$ cat config.mk
export PLATFORM = sky130hd
export DESIGN_NAME = rename_reg_file_flat
export DESIGN_NICKNAME = d
export VERILOG_FILES = /design/src/rtl/rf_pkg.sv /design/src/rtl/rename_reg_file_if.sv /design/src/rtl/rf_operand_resolve.sv /design/src/rtl/rename_reg_file.sv /design/src/flat_wrapper.sv
export SDC_FILE = /design/constraint.sdc
export NUM_CORES = 2
export LEC_CHECK = 0
export ABC_AREA = 1
export BUFFER_PORTS_ARGS = -buffer_cell sky130_fd_sc_hd__buf_2
export CAP_MARGIN = 20
export CORE_MARGIN = 5
export CORE_UTILIZATION = 57
export CTS_CLUSTER_SIZE = 12
export DETAILED_ROUTE_END_ITERATION = 16
export GPL_ROUTABILITY_DRIVEN = 0
export PLACE_DENSITY_LB_ADDON = 0.2
export SYNTH_ARGS = -nofsm -noshare
export SYNTH_HDL_FRONTEND = slang
export SYNTH_SLANG_ARGS = --single-unit
$ cat constraint.sdc
create_clock -name clk -period 41.3 [get_ports clk]
set_clock_uncertainty 0.1 [all_clocks]
set_input_delay 2.065 -clock clk [delete_from_list [all_inputs] [get_ports clk]]
set_output_delay 2.065 -clock clk [all_outputs]
set_load 0.05 [all_outputs]
$ cat src/rtl/rf_pkg.sv
// Shared types and defaults for the rename register file.
// The operand and commit structs use the default widths. A top instantiated
// with non-default REG_NUM/DATA_W/TAG_W must also resize these typedefs.
package rf_pkg;

  localparam int REG_NUM_DEF = 32;
  localparam int DATA_W_DEF  = 32;
  localparam int TAG_W_DEF   = 4;
  localparam int AW_DEF      = $clog2(REG_NUM_DEF);

  // A resolved source operand. The value is meaningful only when busy is 0.
  // The tag is meaningful only when busy is 1.
  typedef struct packed {
    logic [DATA_W_DEF-1:0] value;
    logic [TAG_W_DEF-1:0]  tag;
    logic                  busy;
  } operand_t;

  // One retiring result coming back from the ROB.
  typedef struct packed {
    logic                  valid;
    logic [AW_DEF-1:0]     rd;
    logic [TAG_W_DEF-1:0]  tag;
    logic [DATA_W_DEF-1:0] data;
  } commit_t;

  // Wakes a held operand when its pending tag is retired.
  // Only the tag is compared, because ROB tags are unique while in flight.
  function automatic operand_t wake_operand(operand_t op, commit_t cmt);
    operand_t res;
    res = op;
    if (cmt.valid && op.busy && (op.tag == cmt.tag)) begin
      res.busy  = 1'b0;
      res.value = cmt.data;
    end
    return res;
  endfunction

endpackage

$ cat src/rtl/rename_reg_file_if.sv
// Decoder / ROB / reservation-station side bundle of the rename register file.
// The slave modport is the register file.
// The master modport is whoever drives it, i.e. the decoder and ROB, or a bench.
interface rename_reg_file_if
  import rf_pkg::*;
#(
  parameter int REG_NUM = REG_NUM_DEF,
  parameter int DATA_W  = DATA_W_DEF,
  parameter int TAG_W   = TAG_W_DEF,
  parameter int AW      = $clog2(REG_NUM)
) ();

  logic              flush_i;

  logic              issue_valid_i;
  logic              issue_ready_o;
  logic [AW-1:0]     issue_rs1_i;
  logic [AW-1:0]     issue_rs2_i;
  logic [AW-1:0]     issue_rd_i;
  logic [TAG_W-1:0]  issue_tag_i;

  logic              commit_valid_i;
  logic [AW-1:0]     commit_rd_i;
  logic [TAG_W-1:0]  commit_tag_i;
  logic [DATA_W-1:0] commit_data_i;

  logic              out_valid_o;
  logic              out_ready_i;
  logic [DATA_W-1:0] out_v1_o;
  logic [DATA_W-1:0] out_v2_o;
  logic [TAG_W-1:0]  out_q1_o;
  logic [TAG_W-1:0]  out_q2_o;
  logic              out_busy1_o;
  logic              out_busy2_o;
  logic [TAG_W-1:0]  out_tag_o;

  modport slave (
    input  flush_i,
    input  issue_valid_i, issue_rs1_i, issue_rs2_i, issue_rd_i, issue_tag_i,
    output issue_ready_o,
    input  commit_valid_i, commit_rd_i, commit_tag_i, commit_data_i,
    output out_valid_o, out_v1_o, out_v2_o, out_q1_o, out_q2_o,
    output out_busy1_o, out_busy2_o, out_tag_o,
    input  out_ready_i
  );

  modport master (
    output flush_i,
    output issue_valid_i, issue_rs1_i, issue_rs2_i, issue_rd_i, issue_tag_i,
    input  issue_ready_o,
    output commit_valid_i, commit_rd_i, commit_tag_i, commit_data_i,
    input  out_valid_o, out_v1_o, out_v2_o, out_q1_o, out_q2_o,
    input  out_busy1_o, out_busy2_o, out_tag_o,
    output out_ready_i
  );

endinterface

$ cat src/rtl/rf_operand_resolve.sv
// Resolves one source register against the rename table.
// A retiring result for the current producer on this same cycle is
// forwarded, so the instruction does not wait on a tag that is already gone.
// x0 always reads as a ready zero.
module rf_operand_resolve
  import rf_pkg::*;
#(
  parameter int REG_NUM = REG_NUM_DEF,
  parameter int DATA_W  = DATA_W_DEF,
  parameter int TAG_W   = TAG_W_DEF,
  parameter int AW      = $clog2(REG_NUM)
) (
  input  logic [AW-1:0]     rs,
  input  logic [DATA_W-1:0] value_tbl [REG_NUM],
  input  logic [REG_NUM-1:0] busy_tbl,
  input  logic [TAG_W-1:0]  tag_tbl [REG_NUM],
  input  commit_t           cmt,
  output operand_t          opnd
);

  // Table lookup, with the commit bypass taking priority over a stale busy entry.
  always_comb begin
    opnd = '0;
    if (rs != '0) begin
      opnd.value = value_tbl[rs];
      opnd.tag   = tag_tbl[rs];
      opnd.busy  = busy_tbl[rs];
      if (cmt.valid && (cmt.rd == rs) && busy_tbl[rs] && (tag_tbl[rs] == cmt.tag)) begin
        opnd.busy  = 1'b0;
        opnd.value = cmt.data;
      end
    end
  end

endmodule

$ cat src/rtl/rename_reg_file.sv
// Architectural register file with per-register rename status.
// For each accepted instruction, the two sources are resolved to a ready
// value or a pending ROB tag, and the destination is renamed to the new tag.
// Results are presented one cycle later through a valid/ready holding register.
// Held operands still wake up on commits while downstream stalls.
module rename_reg_file
  import rf_pkg::*;
#(
  parameter int REG_NUM = REG_NUM_DEF,
  parameter int DATA_W  = DATA_W_DEF,
  parameter int TAG_W   = TAG_W_DEF,
  parameter int AW      = $clog2(REG_NUM)
) (
  input logic              clk,
  input logic              rst,
  rename_reg_file_if.slave bus
);

  // Rename table state. Entry 0 is never written, so x0 stays zero and idle.
  logic [DATA_W-1:0]  value_q [REG_NUM];
  logic [REG_NUM-1:0] busy_q;
  logic [TAG_W-1:0]   tag_q   [REG_NUM];

  // Output holding register.
  logic              out_valid_q;
  operand_t          held1_q;
  operand_t          held2_q;
  logic [TAG_W-1:0]  out_tag_q;

  logic              issue_ready;
  logic              accept;
  commit_t           cmt;
  operand_t          opnd1;
  operand_t          opnd2;

  // A flush blocks the accept.
  // Otherwise, accept whenever the holding register is empty or is being drained.
  assign issue_ready = !bus.flush_i && (!out_valid_q || bus.out_ready_i);
  assign accept      = bus.issue_valid_i && issue_ready;

  // Bundle the commit port so the resolvers and the wake-up logic share one view.
  always_comb begin
    cmt       = '0;
    cmt.valid = bus.commit_valid_i;
    cmt.rd    = bus.commit_rd_i;
    cmt.tag   = bus.commit_tag_i;
    cmt.data  = bus.commit_data_i;
  end

  rf_operand_resolve #(
    .REG_NUM (REG_NUM),
    .DATA_W  (DATA_W),
    .TAG_W   (TAG_W),
    .AW      (AW)
  ) u_resolve_rs1 (
    .rs        (bus.issue_rs1_i),
    .value_tbl (value_q),
    .busy_tbl  (busy_q),
    .tag_tbl   (tag_q),
    .cmt       (cmt),
    .opnd      (opnd1)
  );

  rf_operand_resolve #(
    .REG_NUM (REG_NUM),
    .DATA_W  (DATA_W),
    .TAG_W   (TAG_W),
    .AW      (AW)
  ) u_resolve_rs2 (
    .rs        (bus.issue_rs2_i),
    .value_tbl (value_q),
    .busy_tbl  (busy_q),
    .tag_tbl   (tag_q),
    .cmt       (cmt),
    .opnd      (opnd2)
  );

  // Table update:
  // - a commit always writes the value, even during a flush;
  // - a flush clears every busy bit;
  // - a rename of the same register wins over the commit's busy clear.
  always_ff @(posedge clk or posedge rst) begin
    if (rst) begin
      for (int i = 0; i < REG_NUM; i++) begin
        value_q[i] <= '0;
        tag_q[i]   <= '0;
      end
      busy_q <= '0;
    end else begin
      for (int i = 1; i < REG_NUM; i++) begin
        if (cmt.valid && (cmt.rd == AW'(i))) begin
          value_q[i] <= cmt.data;
        end
        if (bus.flush_i) begin
          busy_q[i] <= 1'b0;
        end else if (accept && (bus.issue_rd_i == AW'(i))) begin
          busy_q[i] <= 1'b1;
          tag_q[i]  <= bus.issue_tag_i;
        end else if (cmt.valid && (cmt.rd == AW'(i)) && (tag_q[i] == cmt.tag)) begin
          busy_q[i] <= 1'b0;
        end
      end
    end
  end

  // Holding register update:
  // - load on accept;
  // - drop on handshake or flush;
  // - while stalled, keep the payload and wake pending operands.
  always_ff @(posedge clk or posedge rst) begin
    if (rst) begin
      out_valid_q <= 1'b0;
      held1_q     <= '0;
      held2_q     <= '0;
      out_tag_q   <= '0;
    end else if (bus.flush_i) begin
      out_valid_q <= 1'b0;
    end else if (accept) begin
      out_valid_q <= 1'b1;
      held1_q     <= opnd1;
      held2_q     <= opnd2;
      out_tag_q   <= bus.issue_tag_i;
    end else if (out_valid_q && bus.out_ready_i) begin
      out_valid_q <= 1'b0;
    end else if (out_valid_q) begin
      held1_q <= wake_operand(held1_q, cmt);
      held2_q <= wake_operand(held2_q, cmt);
    end
  end

  assign bus.issue_ready_o = issue_ready;
  assign bus.out_valid_o   = out_valid_q;
  assign bus.out_v1_o      = held1_q.value;
  assign bus.out_v2_o      = held2_q.value;
  assign bus.out_q1_o      = held1_q.tag;
  assign bus.out_q2_o      = held2_q.tag;
  assign bus.out_busy1_o   = held1_q.busy;
  assign bus.out_busy2_o   = held2_q.busy;
  assign bus.out_tag_o     = out_tag_q;

endmodule
$ cat src/flat_wrapper.sv
// flat-port wrapper written by rule: the top's interface ports become plain ports
module rename_reg_file_flat import rf_pkg::*;
#(
  parameter int REG_NUM = REG_NUM_DEF,
  parameter int DATA_W  = DATA_W_DEF,
  parameter int TAG_W   = TAG_W_DEF,
  parameter int AW      = $clog2(REG_NUM)
)
  (clk, rst, bus_flush_i, bus_issue_valid_i, bus_issue_rs1_i, bus_issue_rs2_i, bus_issue_rd_i, bus_issue_tag_i, bus_issue_ready_o, bus_commit_valid_i, bus_commit_rd_i, bus_commit_tag_i, bus_commit_data_i, bus_out_valid_o, bus_out_v1_o, bus_out_v2_o, bus_out_q1_o, bus_out_q2_o, bus_out_busy1_o, bus_out_busy2_o, bus_out_tag_o, bus_out_ready_i);
  rename_reg_file_if #(.REG_NUM(REG_NUM), .DATA_W(DATA_W), .TAG_W(TAG_W), .AW(AW)) bus_i ();
  input logic clk;
  input logic rst;
  input wire logic [$bits(bus_i.flush_i)-1:0] bus_flush_i;
  input wire logic [$bits(bus_i.issue_valid_i)-1:0] bus_issue_valid_i;
  input wire logic [$bits(bus_i.issue_rs1_i)-1:0] bus_issue_rs1_i;
  input wire logic [$bits(bus_i.issue_rs2_i)-1:0] bus_issue_rs2_i;
  input wire logic [$bits(bus_i.issue_rd_i)-1:0] bus_issue_rd_i;
  input wire logic [$bits(bus_i.issue_tag_i)-1:0] bus_issue_tag_i;
  output wire logic [$bits(bus_i.issue_ready_o)-1:0] bus_issue_ready_o;
  input wire logic [$bits(bus_i.commit_valid_i)-1:0] bus_commit_valid_i;
  input wire logic [$bits(bus_i.commit_rd_i)-1:0] bus_commit_rd_i;
  input wire logic [$bits(bus_i.commit_tag_i)-1:0] bus_commit_tag_i;
  input wire logic [$bits(bus_i.commit_data_i)-1:0] bus_commit_data_i;
  output wire logic [$bits(bus_i.out_valid_o)-1:0] bus_out_valid_o;
  output wire logic [$bits(bus_i.out_v1_o)-1:0] bus_out_v1_o;
  output wire logic [$bits(bus_i.out_v2_o)-1:0] bus_out_v2_o;
  output wire logic [$bits(bus_i.out_q1_o)-1:0] bus_out_q1_o;
  output wire logic [$bits(bus_i.out_q2_o)-1:0] bus_out_q2_o;
  output wire logic [$bits(bus_i.out_busy1_o)-1:0] bus_out_busy1_o;
  output wire logic [$bits(bus_i.out_busy2_o)-1:0] bus_out_busy2_o;
  output wire logic [$bits(bus_i.out_tag_o)-1:0] bus_out_tag_o;
  input wire logic [$bits(bus_i.out_ready_i)-1:0] bus_out_ready_i;
  assign bus_i.flush_i = bus_flush_i;
  assign bus_i.issue_valid_i = bus_issue_valid_i;
  assign bus_i.issue_rs1_i = bus_issue_rs1_i;
  assign bus_i.issue_rs2_i = bus_issue_rs2_i;
  assign bus_i.issue_rd_i = bus_issue_rd_i;
  assign bus_i.issue_tag_i = bus_issue_tag_i;
  assign bus_issue_ready_o = bus_i.issue_ready_o;
  assign bus_i.commit_valid_i = bus_commit_valid_i;
  assign bus_i.commit_rd_i = bus_commit_rd_i;
  assign bus_i.commit_tag_i = bus_commit_tag_i;
  assign bus_i.commit_data_i = bus_commit_data_i;
  assign bus_out_valid_o = bus_i.out_valid_o;
  assign bus_out_v1_o = bus_i.out_v1_o;
  assign bus_out_v2_o = bus_i.out_v2_o;
  assign bus_out_q1_o = bus_i.out_q1_o;
  assign bus_out_q2_o = bus_i.out_q2_o;
  assign bus_out_busy1_o = bus_i.out_busy1_o;
  assign bus_out_busy2_o = bus_i.out_busy2_o;
  assign bus_out_tag_o = bus_i.out_tag_o;
  assign bus_i.out_ready_i = bus_out_ready_i;
  rename_reg_file #(.REG_NUM(REG_NUM), .DATA_W(DATA_W), .TAG_W(TAG_W), .AW(AW)) u_core (.clk(clk), .rst(rst), .bus(bus_i));
endmodule
* After elaboration in Yosys (flattened, before gate mapping)
Index checks and enable logic that the tools add are counted.
** Storage, ports and cells
- Bits in registers :: 1226
- Bits of input ports :: 66
- Output and inout port bits :: 80
- Logic and storage cells :: 516
** Operators by class
- Order comparisons :: 4
- Eq/ne operators :: 100
- Mux-type cells :: 128
- Bitwise gates (word level) :: 3
- Reduce and logical (&&, ||, !) cells :: 180
** Operators by type and width (count)
- binary-select mux 32 bit (select 5 bit) :: 2
- 2-to-1 mux 37 bit :: 8
- 2-to-1 mux 32 bit :: 8
- == test 5 bit (second input constant) :: 32
- == test 4 bit :: 35
- logical AND 1 bit :: 106
- 2-to-1 mux 1 bit :: 102
- nonzero test 3 bit :: 32
- == test 5 x 4 -> 1 bit (second input constant) :: 16
- AND reduction 2 bit :: 32
- binary-select mux 4 bit (select 5 bit) :: 2
- == test 5 x 3 -> 1 bit (second input constant) :: 8
- == test 5 x 2 -> 1 bit (second input constant) :: 4
- 2-to-1 mux 4 bit :: 4
- greater-or-equal comparator 6 bit (second input constant) :: 2
- < comparator 5 x 6 -> 1 bit (second input constant) :: 2
- NOT 5 -> 6 bit :: 2
- binary-select mux 1 bit (select 5 bit) :: 2
- == test 5 x 1 -> 1 bit (second input constant) :: 2
- == test 5 bit :: 2
- nonzero test 5 bit :: 2
- AND reduction 4 bit :: 2
- nonzero test 2 bit :: 3
- logical NOT 1 bit :: 2
- other kinds (3) :: 3

* Depth between registers and ports, before layout
- Depth in word-level cells :: 9
- Mapped depth :: 21
- Gate-level depth less buffers :: 20

* Modules after synthesis
From an unflattened synthesis, not the netlist that was laid out.
** Second synthesis, totals
- Cells, all modules :: 9983
- Area, all modules :: 71015.6 um2
** Modules (own cells, without submodules)
- rename_reg_file :: times used 1, cells each 4761, area each 46632.2 um2, sequential area each 30679.4 um2
- rf_operand_resolve :: times used 2, cells each 2611, area each 12191.7 um2, sequential area each 0.0 um2

* Worst setup path after synthesis
Ideal clock, no wire load.
- Path type :: in2out
- Start point :: input port bus_out_ready_i
- End point :: output port bus_issue_ready_o
- Arrival time :: 2820 ps
- Data required time :: 39135 ps
- Setup slack :: 36315 ps
- Stages :: 2
- Buffers on the path :: 0
- Cells stage by stage :: nor2_1 -> nor2_1
** Between the ends
- Cells in the longest elaborated chain, start to end :: 2
** Ends and longest elaborated chain
- from (decl) :: RTL line flat_wrapper.sv:32 : input wire logic [$bits(bus_i.out_ready_i)-1:0] bus_out_ready_i;
- logical OR 1 bit :: RTL line rename_reg_file.sv:38 : assign issue_ready = !bus.flush_i && (!out_valid_q || bus.out_ready_i);
- logical AND 1 bit :: RTL line rename_reg_file.sv:38
- to (decl) :: RTL line flat_wrapper.sv:19 : output wire logic [$bits(bus_i.issue_ready_o)-1:0] bus_issue_ready_o;
Every way passes these cells.

* Worst setup path after layout
- Start point :: input port bus_issue_rs2_i[0]
- End point :: register u_core.held2_q, in the netlist u_core.bus.out_v2_o[27]
** Between the ends
- Cells in the longest elaborated chain, start to end :: 9
- Elaborated cells on any way between the ends :: 18
- Classes of those cells :: eq/ne (2); mux (11); bitwise (1); reduce/logical (4)
** Ends and longest elaborated chain
- from (decl) :: RTL line flat_wrapper.sv:16 : input wire logic [$bits(bus_i.issue_rs2_i)-1:0] bus_issue_rs2_i;
- NOT 5 -> 6 bit (implied by the code) :: RTL line rf_operand_resolve.sv:25, rf_operand_resolve.sv:28
- binary-select mux 4 bit (select 5 bit) :: RTL line rf_operand_resolve.sv:28 : if (cmt.valid && (cmt.rd == rs) && busy_tbl[rs] && (tag_tbl[rs] == cmt.tag)) begin
- 2-to-1 mux 4 bit (implied by the code) (2 in a row) :: RTL line rf_operand_resolve.sv:28
- == test 4 bit :: RTL line rf_operand_resolve.sv:28
- logical AND 1 bit :: RTL line rf_operand_resolve.sv:28
- 2-to-1 mux 32 bit :: RTL line rf_operand_resolve.sv:28
- 2-to-1 mux 37 bit (*) :: RTL line rf_operand_resolve.sv:24 : if (rs != '0) begin
- 2-to-1 mux 37 bit (*) :: RTL line rename_reg_file.sv:118 : end else if (accept) begin
- to (signal assigned) :: RTL line rename_reg_file.sv:121 : held2_q <= opnd2;
- to (signal assigned) :: RTL line rename_reg_file.sv:127 : held2_q <= wake_operand(held2_q, cmt);
- to (decl) :: RTL line rename_reg_file.sv:27 : operand_t held2_q;
Every way passes the cells marked *; elsewhere a longest branch is shown, timed or not. The select of a mux whose other input is x is not followed.
A chain may end at the register's enable or synchronous reset.

==> impl_results.md <==
* GR Util met1 at 0.549
* Power Dens Cells at about 49 mW/mm²
* VDD IR max at 46.5 µV
* Largest family of logic cells by synthesized area: simple AND/OR/NAND/NOR gates
* Status: finished, final reports clean
* Worst skew pair latency at 0.80 ns
* Vias per std cell at 6.59
* Reg-to-reg slack, setup at around 38 ns
* Synth Area in Adders at 0
* Synth Area in Simple Gates at 0.243
* Synth cell types at slightly below 50
* Clk pwr share at 0.347
* IO Pins at between 100 and 150
* Buffers on Ports at between 100 and 150
* # fillers at roughly 11000
* Yosys warnings at 37
* Router iterations before antenna repair at 8
* First-pass GRT wire length at about 430000 µm
* Die height at 360 µm
* Ratio of final minimum period to clock period at 0.176
* Grt met2 use at 0.622
* Share of post-route cells with drive strength above 1 at 0.0611
* Slew Limit Headroom at 0.158
* Top-area cell type share of the netlist area at 0.439
* Hold path cells at 2
* Hold Crit Endpoint: u_core.value_q[514]$_DFFE_PP0P_
* Vias in the first global route at 68500
* Die area at about 0.13 mm²
* Arrival @ worst endpoint at 7.86 ns
* H-tree depth at 4
* Unrepaired setup endpoints after global routing: no
* Critical path type: input port to flip-flop
* Internal cell power at between 2 and 2.5 mW
* Hold crit path type: flip-flop to flip-flop
* Setup Viol. Count Final at 0
* Cells after Synth at between 9000 and 10000
* XOR/XNOR Fraction of Synth Area at 0.0123
* R2r startpoint: u_core.tag_q[32]$_DFFE_PP0P_
* Post-synth EDFFs at 0
* CTS tree: yes
* Post-CTS Hold Buffers at 0
* Gr busiest metal: met2
* M3 GR Usage at 0.125
* Synth Area in Compound Gates at 0.218
* ANT nets after route at 0
* Worst Path Max Fanout at 149
* Sink Count at between 1000 and 1500
* Leak pwr at ~34 nW
* Root Driver: clkbuf_16
* Top cells by area, synth: dfrtp_1 (44%), nand2_1 (15%), o21ai_0 (12%), nand3_1 (6.2%), a21oi_1 (5.9%)
* Worst r2r dst: u_core.bus.out_v1_o[8]$_DFFE_PP0P_
* Register-to-Register Path Depth at 13
* Worst Tran Pin Value at 1.26 ns
* Count leader, synth: nand2_1
* Num rows at 128
* Cell Count, Final, Fillers Out at approximately 11000
* Average size of a mapped cell at about 7 µm²
* Iteration-0 DRC Markers at 12700
* Crit path launch type: input port
* Part of the power in registers at 0.440
* Clock tree buffer depth at 3
* Post-synth top area cell: dfrtp_1
* Net count, final at approximately 9400
* Hpwl dp at 156000 µm
* Worst hold path startpoint: u_core.value_q[514]$_DFFE_PP0P_
* Fin worst setup slack at 34.05 ns
* Post-Route WL at between 200000 and 300000 µm
* Die width at 360 µm
* Register area share after synthesis at 0.439
* Placed insts at around 11000
* Cell area after synthesis at about 0.07 mm²
* Minimum clock period at about 7.2 ns
* Net Sw Frac at 0.336
* Final hold vios at 0
* Clock transition at path regs at about 0.060 ns
* Slew Viols, Final at 0
* Synth Flop Type: dfrtp_1
* Post-synthesis mux area share at 0
* Combinational power share at 0.212
* GRT Util Overall at 0.430
* Gates resized, CTS repair at 0
* Total clock buffers created by CTS at 137
* Commonest cells post-synth: nand2_1 (2754), o21ai_0 (1620), dfrtp_1 (1226), nand3_1 (859), a21oi_1 (820)
* NetSw at about 1.2 mW
* WL/cell at 26.0 µm
* Maximum clock frequency at between 100 and 150 MHz
* Worst slack at placement at approximately 34 ns
* Area added between synthesis and finish at 7.01%
* Initial antenna violation count at 12
* TNS Setup at 0 ns
* Largest net degree at the start of global routing at slightly above 200
* Synth Net Count at approximately 10000
* Vias post-DR at approximately 73000
* Post-CTS Setup Repair Bufs at 0
* Core area at around 0.12 mm²
* Async set-reset flop share out of synthesis at 1.00
* #FFs+latches synth at 1226
* Max Cap Viol at 0
* Crit path required time at roughly 42 ns
* Crit. End Element: flip-flop
* GR Overflow Total at 0
* Drt drc at 0
* Initial Utilization at 0.574
-- per-stage QoR --
stage	hold slack (ns)	utilization	area (µm²)	power (mW)
detailed placement	0.388	0.576	70100	2.36
CTS	0.404	0.613	74600	3.61
finish	0.404	0.614	74700	3.64
floorplan	0.364	-	69800	2.13
global placement	0.381	0.576	70100	2.33
global route	0.421	0.614	74700	3.79
-- metal layers --
layer / part of all wire / up-vias
met4: 0.091 / 8
met1: 0.35 / 33900
met2: 0.41 / 6042
li1: - / 31600
met5: 0.00017 / -
met3: 0.15 / 1458
-- critical path, stage by stage --
cell and delay [ns]:
buf_8 0.31, inv_8 0.74, buf_4 0.91, buf_4 1.02, nand2_1 0.10, nand3_1 0.13
nand3_1 0.09, nand3_1 0.11, nand3_1 0.10, nand3_1 0.12, nand3_1 0.13, nor2_4 0.11
buf_4 0.53, nand2_4 0.64, nand2_1 0.22, nand3_1 0.11, a21oi_1 0.17
-- sequential cells by signal, indices dropped and copies added, names as in the netlist --
name	cells
u_core.bus.out_busy2_o	1
u_core.bus.out_q2_o	4
u_core.bus.out_tag_o	4
u_core.tag_q	124
u_core.bus.out_busy1_o	1
u_core.bus.out_v2_o	32
u_core.bus.out_v1_o	32
u_core.bus.out_valid_o	1
u_core.value_q	992
u_core.bus.out_q1_o	4
u_core.busy_q	31
-- cell families after synthesis --
| kind of cell | after synthesis |
|---|---|
| xor gates and xnor gates | 98 |
| AOI/OAI and AO/OA | 2838 |
| DFF | 1226 |
| and+or+nand+nor | 4164 |
| buffers and inverters | 1455 |
-- final cells by class --
cell class | count | area (µm²) | share of cell area
inverters | 605 | 2330 | 0.0312
clock buffers | 205 | 4180 | 0.0559
diodes | 7 | 17.5 | 0.000234
repair buffers | 277 | 1880 | 0.0252
multi-input cells | 7100 | 33200 | 0.444
clock inverters | 33 | 389 | 0.00521
flip-flops and latches | 1226 | 30700 | 0.411
well taps | 1625 | 2030 | 0.0272
-- how the worst max path moves through the flow --
stage,slack (ns),cells past startpoint,start,end
6_report,34.05,17,bus_issue_rs2_i[0],u_core.bus.out_v2_o[27]$_DFFE_PP0P_
5_1_grt,34.00,17,bus_issue_rs2_i[0],u_core.bus.out_v2_o[18]$_DFFE_PP0P_
4_1_cts,34.49,17,bus_issue_rs2_i[0],u_core.bus.out_v2_o[22]$_DFFE_PP0P_
3_5_place_dp,33.69,17,bus_issue_rs2_i[0],u_core.bus.out_v2_o[27]$_DFFE_PP0P_
3_3_place_gp,33.74,19,bus_issue_rs2_i[0],u_core.bus.out_v2_o[30]$_DFFE_PP0P_
2_1_floorplan,4.59,1,rst,u_core.bus.out_busy1_o$_DFFE_PP0P_
-- power by group through the flow --
| stage | Clock, mW | Combinational [mW] | Sequential, mW |
|---|---|---|---|
| global placement | 0 | 0.727 | 1.60 |
| global route | 1.31 | 0.858 | 1.62 |
| finish | 1.26 | 0.773 | 1.60 |
| CTS | 1.26 | 0.754 | 1.59 |
| detailed placement | 0 | 0.750 | 1.61 |
| floorplan | 0 | 0.516 | 1.62 |
-- cell usage in the layout, fill, tap and decap left out, drive strengths merged, types with 42 or more instances in the layout --
master	Yosys	layout
a211oi	61	61
o21ai	1650	1650
xnor2	64	64
o211ai	109	109
nor2	469	469
o311ai	42	42
clkbuf	473	207
nand3	861	861
dfrtp	1226	1226
a31oi	59	59
buf	377	275
nand2	2759	2759
inv	584	594
a21oi	821	821
(Power assumes the default switching activity.)
